==> config.mk <==
export PLATFORM = sky130hd
export DESIGN_NAME = ltile_clb_ccff_loader_flat
export DESIGN_NICKNAME = d
export VERILOG_FILES = /design/src/rtl/ltile_clb_ccff_loader_if.sv /design/src/rtl/ltile_clb_ccff_loader.sv /design/src/flat_wrapper.sv
export SDC_FILE = /design/constraint.sdc
export NUM_CORES = 1
export LEC_CHECK = 0
export CORE_AREA = 4 4 67 69
export DETAILED_ROUTE_END_ITERATION = 10
export DIE_AREA = 0 0 71 73
export HOLD_SLACK_MARGIN = 0.03
export PLACE_DENSITY = 0.73
export SLEW_MARGIN = 20
export SYNTH_ARGS = -nofsm -noshare
export SYNTH_HDL_FRONTEND = slang
export SYNTH_SLANG_ARGS = --single-unit
==> constraint.sdc <==
create_clock -name prog_clk -period 1.48 [get_ports prog_clk]
set_input_delay 0.222 -clock prog_clk [delete_from_list [all_inputs] [get_ports prog_clk]]
set_output_delay 0.222 -clock prog_clk [all_outputs]
set_load 0.02 [all_outputs]
==> src/rtl/ltile_clb_ccff_loader_if.sv <==
// Word stream into the loader and readback words out of it.
// The loader is the slave: it consumes s_data and produces rd_data.
interface ltile_clb_ccff_loader_if #(
  parameter int DATA_WIDTH = 8
);
  logic [DATA_WIDTH-1:0] s_data;
  logic                  s_valid;
  logic                  s_ready;
  logic [DATA_WIDTH-1:0] rd_data;
  logic                  rd_valid;

  modport master (
    output s_data, s_valid,
    input  s_ready, rd_data, rd_valid
  );

  modport slave (
    input  s_data, s_valid,
    output s_ready, rd_data, rd_valid
  );
endinterface

==> src/rtl/ltile_clb_ccff_loader.sv <==
// Serializes bitstream words LSB-first into an ltile CLB config chain
// and returns the bits leaving the chain tail as readback words.
module ltile_clb_ccff_loader #(
  parameter int CHAIN_LEN  = 19,
  parameter int DATA_WIDTH = 8
) (
  input  logic prog_clk,
  input  logic prog_resetn,
  input  logic start,
  output logic busy,
  output logic done,
  ltile_clb_ccff_loader_if.slave bus,
  output logic ccff_head,
  output logic ccff_shift_en,
  input  logic ccff_tail
);
  localparam int NWORDS =
    (CHAIN_LEN + DATA_WIDTH - 1) / DATA_WIDTH;
  localparam int BW =
    DATA_WIDTH > 1 ? $clog2(DATA_WIDTH) : 1;
  localparam int TW =
    CHAIN_LEN > 1 ? $clog2(CHAIN_LEN) : 1;
  localparam int WW = $clog2(NWORDS + 1);

  localparam logic [1:0] IDLE = 2'd0;
  localparam logic [1:0] LOAD = 2'd1;
  localparam logic [1:0] DONE = 2'd2;

  localparam logic [BW-1:0] BLAST = BW'(DATA_WIDTH - 1);
  localparam logic [TW-1:0] TLAST = TW'(CHAIN_LEN - 1);
  localparam logic [WW-1:0] WLAST = WW'(NWORDS);

  logic [1:0]            state;
  logic [DATA_WIDTH-1:0] wreg;
  logic                  wfull;
  logic [BW-1:0]         bcnt;
  logic [TW-1:0]         tcnt;
  logic [WW-1:0]         wcnt;
  logic [DATA_WIDTH-1:0] rsr;
  logic [DATA_WIDTH-1:0] rsr_next;
  logic [DATA_WIDTH-1:0] rd_q;
  logic                  rd_v;

  logic shift;
  logic word_end;
  logic last;
  logic take;

  assign shift    = (state == LOAD) & wfull;
  assign last     = (tcnt == TLAST);
  assign word_end = (bcnt == BLAST) | last;

  // Refill in the same cycle the final bit of a word leaves,
  // except on the chain's last bit.
  assign bus.s_ready = (state == LOAD) & (wcnt != WLAST) &
                       (!wfull | ((bcnt == BLAST) & !last));
  assign take = bus.s_valid & bus.s_ready;

  assign busy          = (state != IDLE);
  assign done          = (state == DONE);
  assign ccff_shift_en = shift;
  assign ccff_head     = wreg[bcnt];
  assign bus.rd_data   = rd_q;
  assign bus.rd_valid  = rd_v;

  always_comb begin
    rsr_next       = rsr;
    rsr_next[bcnt] = ccff_tail;
  end

  always_ff @(posedge prog_clk) begin
    if (!prog_resetn) begin
      state <= IDLE;
      wreg  <= '0;
      wfull <= 1'b0;
      bcnt  <= '0;
      tcnt  <= '0;
      wcnt  <= '0;
      rsr   <= '0;
      rd_q  <= '0;
      rd_v  <= 1'b0;
    end else begin
      rd_v <= 1'b0;
      unique case (state)
        IDLE: begin
          if (start) state <= LOAD;
        end
        LOAD: begin
          if (shift) begin
            bcnt <= bcnt + 1'b1;
            tcnt <= tcnt + 1'b1;
            rsr  <= rsr_next;
            if (word_end) begin
              rd_q  <= rsr_next;
              rd_v  <= 1'b1;
              rsr   <= '0;
              bcnt  <= '0;
              wfull <= 1'b0;
            end
            if (last) begin
              state <= DONE;
              tcnt  <= '0;
              wcnt  <= '0;
            end
          end
          if (take) begin
            wreg  <= bus.s_data;
            wfull <= 1'b1;
            wcnt  <= wcnt + 1'b1;
          end
        end
        DONE: begin
          state <= IDLE;
        end
        default: begin
          state <= IDLE;
        end
      endcase
    end
  end
endmodule
==> src/flat_wrapper.sv <==
// flat-port wrapper written by rule: the top's interface ports become plain ports
module ltile_clb_ccff_loader_flat 
#(
  parameter int CHAIN_LEN  = 19,
  parameter int DATA_WIDTH = 8
)
  (prog_clk, prog_resetn, start, busy, done, ccff_head, ccff_shift_en, ccff_tail, bus_s_data, bus_s_valid, bus_s_ready, bus_rd_data, bus_rd_valid);
  ltile_clb_ccff_loader_if #(.DATA_WIDTH(DATA_WIDTH)) bus_i ();
  input  logic prog_clk;
  input  logic prog_resetn;
  input  logic start;
  output logic busy;
  output logic done;
  output logic ccff_head;
  output logic ccff_shift_en;
  input  logic ccff_tail;
  input wire logic [$bits(bus_i.s_data)-1:0] bus_s_data;
  input wire logic [$bits(bus_i.s_valid)-1:0] bus_s_valid;
  output wire logic [$bits(bus_i.s_ready)-1:0] bus_s_ready;
  output wire logic [$bits(bus_i.rd_data)-1:0] bus_rd_data;
  output wire logic [$bits(bus_i.rd_valid)-1:0] bus_rd_valid;
  assign bus_i.s_data = bus_s_data;
  assign bus_i.s_valid = bus_s_valid;
  assign bus_s_ready = bus_i.s_ready;
  assign bus_rd_data = bus_i.rd_data;
  assign bus_rd_valid = bus_i.rd_valid;
  ltile_clb_ccff_loader #(.CHAIN_LEN(CHAIN_LEN), .DATA_WIDTH(DATA_WIDTH)) u_core (.prog_clk(prog_clk), .prog_resetn(prog_resetn), .start(start), .busy(busy), .done(done), .bus(bus_i), .ccff_head(ccff_head), .ccff_shift_en(ccff_shift_en), .ccff_tail(ccff_tail));
endmodule
* Word level (Yosys, flattened, before mapping) *
Index checks and enable logic that the tools add are counted.

word-level totals
  word-level logic and storage cells = 63
  bits of input ports = 13
  output and inout port bits = 14
  flip-flop bits (word level) = 38

cells by class
  magnitude comparators = 2
  eq/ne operators = 8
  add/subtract/negate cells = 3
  muxes and demuxes = 19
  reduce and logical (&&, ||, !) cells = 15
  bitwise gates (word level) = 7

operator list
  operator                                                    number
  AND reduction 3 bit                                         5
  two-way mux 2 bit                                           6
  bitwise mux 8 bit                                           1
  two-way mux 8 bit                                           1
  nonzero test 2 bit                                          4
  two-way mux 1 bit                                           6
  inequality test 2 bit, second input constant                3
  adder 5 x 1 -> 5 bit, second input constant                 1
  AND 1 bit                                                   5
  == test 5 bit, second input constant                        1
  two-way mux 5 bit                                           1
  less-than comparator 3 x 4 -> 1 bit, second input constant  1
  case mux 2 bit (2 select lines)                             1
  AND reduction 2 bit                                         2
  adder 3 x 1 -> 3 bit, second input constant                 1
  binary-select mux 1 bit (select 3 bit)                      1
  demux 1 bit (select 3 bit)                                  1
  == test 3 bit, second input constant                        1
  >= comparator 3 x 1 -> 1 bit, second input constant         1
  two-way mux 3 bit                                           1
  adder 2 x 1 -> 2 bit, second input constant                 1
  == test 2 x 1 -> 1 bit, second input constant               1
  == test 2 bit, second input constant                        1
  logical NOT 1 bit                                           2
  other kinds (4)                                             5

* Depth between registers and ports, before layout *
  depth after elaboration = 8
  depth in mapped cells = 7
  mapped depth without buffers = 6

* Worst setup path before layout *
Ideal clock, no wire load.

  path kind = register -> register
  start point = reg u_core.tcnt[0]
  end point = reg u_core.wcnt[0]
  data arrival time = 1.511 ns
  path buffers = 1
  data required time = 1.408 ns
  clock period less this slack = 1.583 ns
  cell stages (with the launch flop) = 8
  library setup time = 0.072 ns
  slack = -0.103 ns
  cell sequence = dfxtp_1 -> inv_1 -> ha_1 -> nand4bb_4 -> a21boi_2 -> nor4b_4 -> buf_6 -> mux2i_1

on the way
  word-level cells in the longest chain between the ends = 8
  elaborated cells on any way between the ends = 10
  those cells by class = eq/ne (1); mux (1); bitwise (4); reduce/logical (4)

ends and longest elaborated chain
  what                           line                          text
  from (decl)                    ltile_clb_ccff_loader.sv:37   logic [TW-1:0] tcnt;
  from (signal assigned)         ltile_clb_ccff_loader.sv:91   tcnt <= tcnt + 1'b1;
  == test 5 bit *                ltile_clb_ccff_loader.sv:50   assign last = (tcnt == TLAST);
  logical NOT 1 bit              ltile_clb_ccff_loader.sv:56   (!wfull | ((bcnt == BLAST) & !last));
  AND 1 bit                      ltile_clb_ccff_loader.sv:56
  OR 1 bit                       ltile_clb_ccff_loader.sv:56
  AND 1 bit                      ltile_clb_ccff_loader.sv:55   assign bus.s_ready = (state == LOAD) & (wcnt != WLAST) &
  AND 1 bit                      ltile_clb_ccff_loader.sv:57   assign take = bus.s_valid & bus.s_ready;
  nonzero test 2 bit (no line)   n/a
  AND reduction 3 bit (no line)  n/a
  to (signal assigned)           ltile_clb_ccff_loader.sv:109  wcnt <= wcnt + 1'b1;
  to (decl)                      ltile_clb_ccff_loader.sv:38   logic [WW-1:0] wcnt;

Mark *: on every way between the ends. The rest lies on a longest branch, timed or not.
A chain may end at the register's enable or synchronous reset.

* Worst setup path in the final report *
  start point = reg u_core.wreg[0]
  end point = out ccff_head

on the way
  word-level cells in the longest chain between the ends = 2

ends and longest elaborated chain
  what                                     line                          text
  from (decl)                              ltile_clb_ccff_loader.sv:34   logic [DATA_WIDTH-1:0] wreg;
  from (signal assigned)                   ltile_clb_ccff_loader.sv:107  wreg <= bus.s_data;
  binary-select mux 1 bit (select 3 bit)   ltile_clb_ccff_loader.sv:62   assign ccff_head = wreg[bcnt];
  two-way mux 1 bit (implied by the code)  ltile_clb_ccff_loader.sv:62
  to (decl)                                flat_wrapper.sv:14            output logic ccff_head;

No other way between the ends. The select of a mux whose other input is x is not followed.

==> impl_metrics.py <==
metrics = {
    "status": {
        "status": "complete, but fails checks",
        "violations": "negative setup slack",
    },
    "sta": {
        "period_needed_ns": 1.699,
        "slew_viol_final": 0,
        "worst_slew_pin_slew_ns": 0.3687,
        "hold_viol_final": 0,
        "fmax_ghz": 0.5887,
        "rsz0062_at_grt": "yes",
        "period_share_pct": 114.8,
        "timing.final.ws_setup_ns": -0.2185,
        "maxSlewHeadroom_pct": 75.34,
        "whs_ns": 0.4614,
        "final.setup_skew_ns": 0.005216,
        "setup_viol": 16,
    },
    "synth": {
        "ys.flop_type": "dfxtp_1",
        "synth.distinct_cells": 36,
        "synth_cells": 195,
        "ys_seq_area_share_pct": 42.16,
        "ys_warn_count": 0,
        "synth-edff-count": 0,
        "syn-num-nets": 213,
        "async_reset_ff_share_pct": 0,
        "syn_area_um2": 1804,
        "syn_area_per_cell_um2": 9.252,
        "ys_ff_latch": 38,
    },
    "placed_design": {
        "dpl.hpwl_mm": 2.581,
        "routabilityCongestion": 0.7566,
        "placed_area_um2": 2327,
        "place.port_buffers": 26,
    },
    "global_route": {
        "antenna_found_initial": 0,
        "grtUsageTotal_pct": 17.99,
        "grt_pass1_vias": 1617,
        "grt_pass1_wl_mm": 7.396,
        "grt_max_degree": 21,
        "grt_remaining_overflow": 0,
    },
    "critical_path": {
        "arrival_ns": 1.48,
        "cp.required_ns": 1.26,
        "cp_cell_sequence": "nor3b_1 > a311o_1 > a221o_1 > buf_6",
        "critPathKind": "flop to output port",
        "worstSetupEndpointType": "output port",
        "start_kind": "flop",
        "path_max_fanout": 2,
        "worst_path_max_delay_cell": "dfxtp_2",
        "r2r_setup_slack_ns": -0.20,
        "critical_path.max_stage_delay_ns": 0.33,
    },
    "detailed_routing": {
        "wl_mm": 4.512,
        "ant_nets": 0,
        "via_count": 1637,
        "drc_errors": 0,
        "routed_via_density": 5.367,
        "wl_per_cell_um": 14.79,
        "first_pass_iters": 4,
        "drt-initial-drc-count": 57,
    },
    "power_and_ir_drop": {
        "power.density_nw_per_um2": 857.1,
        "pwr-share-clk_pct": 45.6,
        "combPwrFrac_pct": 9.1,
        "p_leak_uw": 0.001184,
        "p_sw_share_pct": 21.58,
        "peakVddDrop_mv": 0.6744,
        "p_int_uw": 1826,
        "p_seq_share_pct": 45.2,
        "p_sw_uw": 502.5,
    },
    "die": {
        "pin_count": 27,
        "row_count": 23,
        "die_h_um": 73,
        "dieArea_um2": 5183,
        "die_w_um": 71,
        "coreArea_um2": 3914,
        "start_util_pct": 46.10,
    },
    "final_layout": {
        "final_nets": 272,
        "num_antenna_cells": 0,
        "syn2layout_area_growth_pct": 50.56,
        "utilization_pct": 69.41,
        "final_area_um2": 2716,
        "drive_gt1_share_pct": 33.73,
    },
    "hold_path": {
        "hold_path.class": "flop to flop",
    },
    "cts": {
        "cts_made_buffers": 5,
        "path_clk_slew_ns": 0.08,
        "clkLatencyLatePin_ns": 0.29,
        "hold_buffers": 0,
        "clock-sinks": 38,
        "cts_buffer_depth": 2,
        "cts_tree": "built",
        "h-tree-depth": 2,
        "cts_root_buf": "clkbuf_8",
    },
    "run": {
        "maxCapViolations": 0,
    },
}
==> final cells by class <==
cell class                      count  area (um^2)
Clock inverter                      3        68.82
Fill cell                         317         1197
Tap cell                           50        62.56
Multi-Input combinational cell    141         1097
Sequential cell                    38        773.2
Inverter                            4        17.52
Clock buffer                        5        68.82
Timing Repair Buffer               64        628.1
==> metal layers <==
layer | vias up | GRT usage [%] | wire length [um]
met5 | - | 0 | 0
met3 | 12 | 5.372 | 216
li1 | 801 | - | -
met2 | 30 | 31.41 | 2210
met1 | 794 | 21.33 | 1983
met4 | 0 | 5.428 | 102
==> state kept, by name (all words and copies together), names as in the netlist <==
name                 cells
u_core.state             2
u_core.bus.rd_valid      1
u_core.wfull             1
u_core.tcnt              5
u_core.wcnt              2
u_core.bcnt              3
u_core.bus.rd_data       8
u_core.rsr               8
u_core.wreg              8
==> cells in the mapped netlist (all sizes together), types with 5 or more instances <==
cell type | n | area [um^2]
nand2 | 26 | 97.59
a211oi | 8 | 60.06
clkbuf | 5 | 18.77
dfxtp | 38 | 760.7
nand3 | 5 | 25.02
a2bb2oi | 7 | 61.31
mux2i | 19 | 190.2
nor3 | 6 | 30.03
ha | 5 | 62.56
a21oi | 6 | 41.29
buf | 7 | 46.29
nor2 | 23 | 86.33
nand3b | 7 | 56.30
==> logic make-up (layout without fill, tap and decap cells) <==
kind of cell,after synthesis,after routing,share of synthesized area (%)
AND/OR/NAND/NOR,83,83,24.69
flip-flops,38,38,42.16
multiplexers,19,19,10.54
buffers and inverters,16,76,4.438
XOR/XNOR,3,3,1.457
adder cells (fa/ha/maj),5,5,3.467
AO/OA/AOI/OAI,31,31,13.25
==> timing repair <==
action / CTS / global route
buffers inserted: 8 / 2
cloned: 3 / 0
setup endpoints to repair: 33 / 38
gates resized for setup: 38 / 31
pin swaps: 14 / 8
==> worst max-delay path: cells and delay by family, from the launching register on <==
kind,cells,cell delay [ns]
flip-flops,1,0.33
buffers and inverters,1,0.14
AO/OA/AOI/OAI,2,0.59
AND/OR/NAND/NOR,1,0.13
==> per-stage QoR <==
step,setup TNS [ns],total power (uW),std cells,setup slack (ns)
2_1_floorplan,-0.1387,1180,195,-0.01542
3_3_place_gp,-6.303,1268,287,-0.4348
3_5_place_dp,-7.494,1272,287,-0.4530
4_1_cts,-2.468,2336,305,-0.2419
5_1_grt,-3.365,2410,305,-0.2697
6_report,-1.618,2328,305,-0.2185
==> power groups by stage <==
| stage | registers, uW | clock network (uW) | logic, uW |
|---|---|---|---|
| 2_1_floorplan | 1080 | 0 | 105 |
| 4_1_cts | 1050 | 1070 | 209 |
| 5_1_grt | 1060 | 1120 | 230 |
| 3_3_place_gp | 1080 | 0 | 189 |
| 6_report | 1050 | 1060 | 212 |
| 3_5_place_dp | 1080 | 0 | 192 |
==> path summary, 6_finish.rpt <==
check                                 to                        start  depth (start not counted)
max                            ccff_head  u_core.wreg[0]$_SDFFE_PN0P_                          4
min          u_core.wreg[4]$_SDFFE_PN0P_  u_core.wreg[4]$_SDFFE_PN0P_                          2
max reg2reg  u_core.wreg[0]$_SDFFE_PN0P_  u_core.bcnt[1]$_SDFFE_PN0P_                          8
min reg2reg  u_core.wreg[4]$_SDFFE_PN0P_  u_core.wreg[4]$_SDFFE_PN0P_                          2
==> cells in the final DEF (no fill, tap or decap), types with 4 or more instances in the layout <==
cell and instances:
nand2_1 26, dlymetal6s2s_1 8, a2bb2oi_1 6, a21oi_1 5, dfxtp_1 32, nand3_1 4
nor2_1 21, buf_6 6, dfxtp_2 4, nor3_1 6, mux2i_1 16, buf_4 30
clkbuf_8 5, clkdlybuf4s50_1 13, a211oi_2 7, nand3b_1 6
Power figures use the tool's default switching activity.
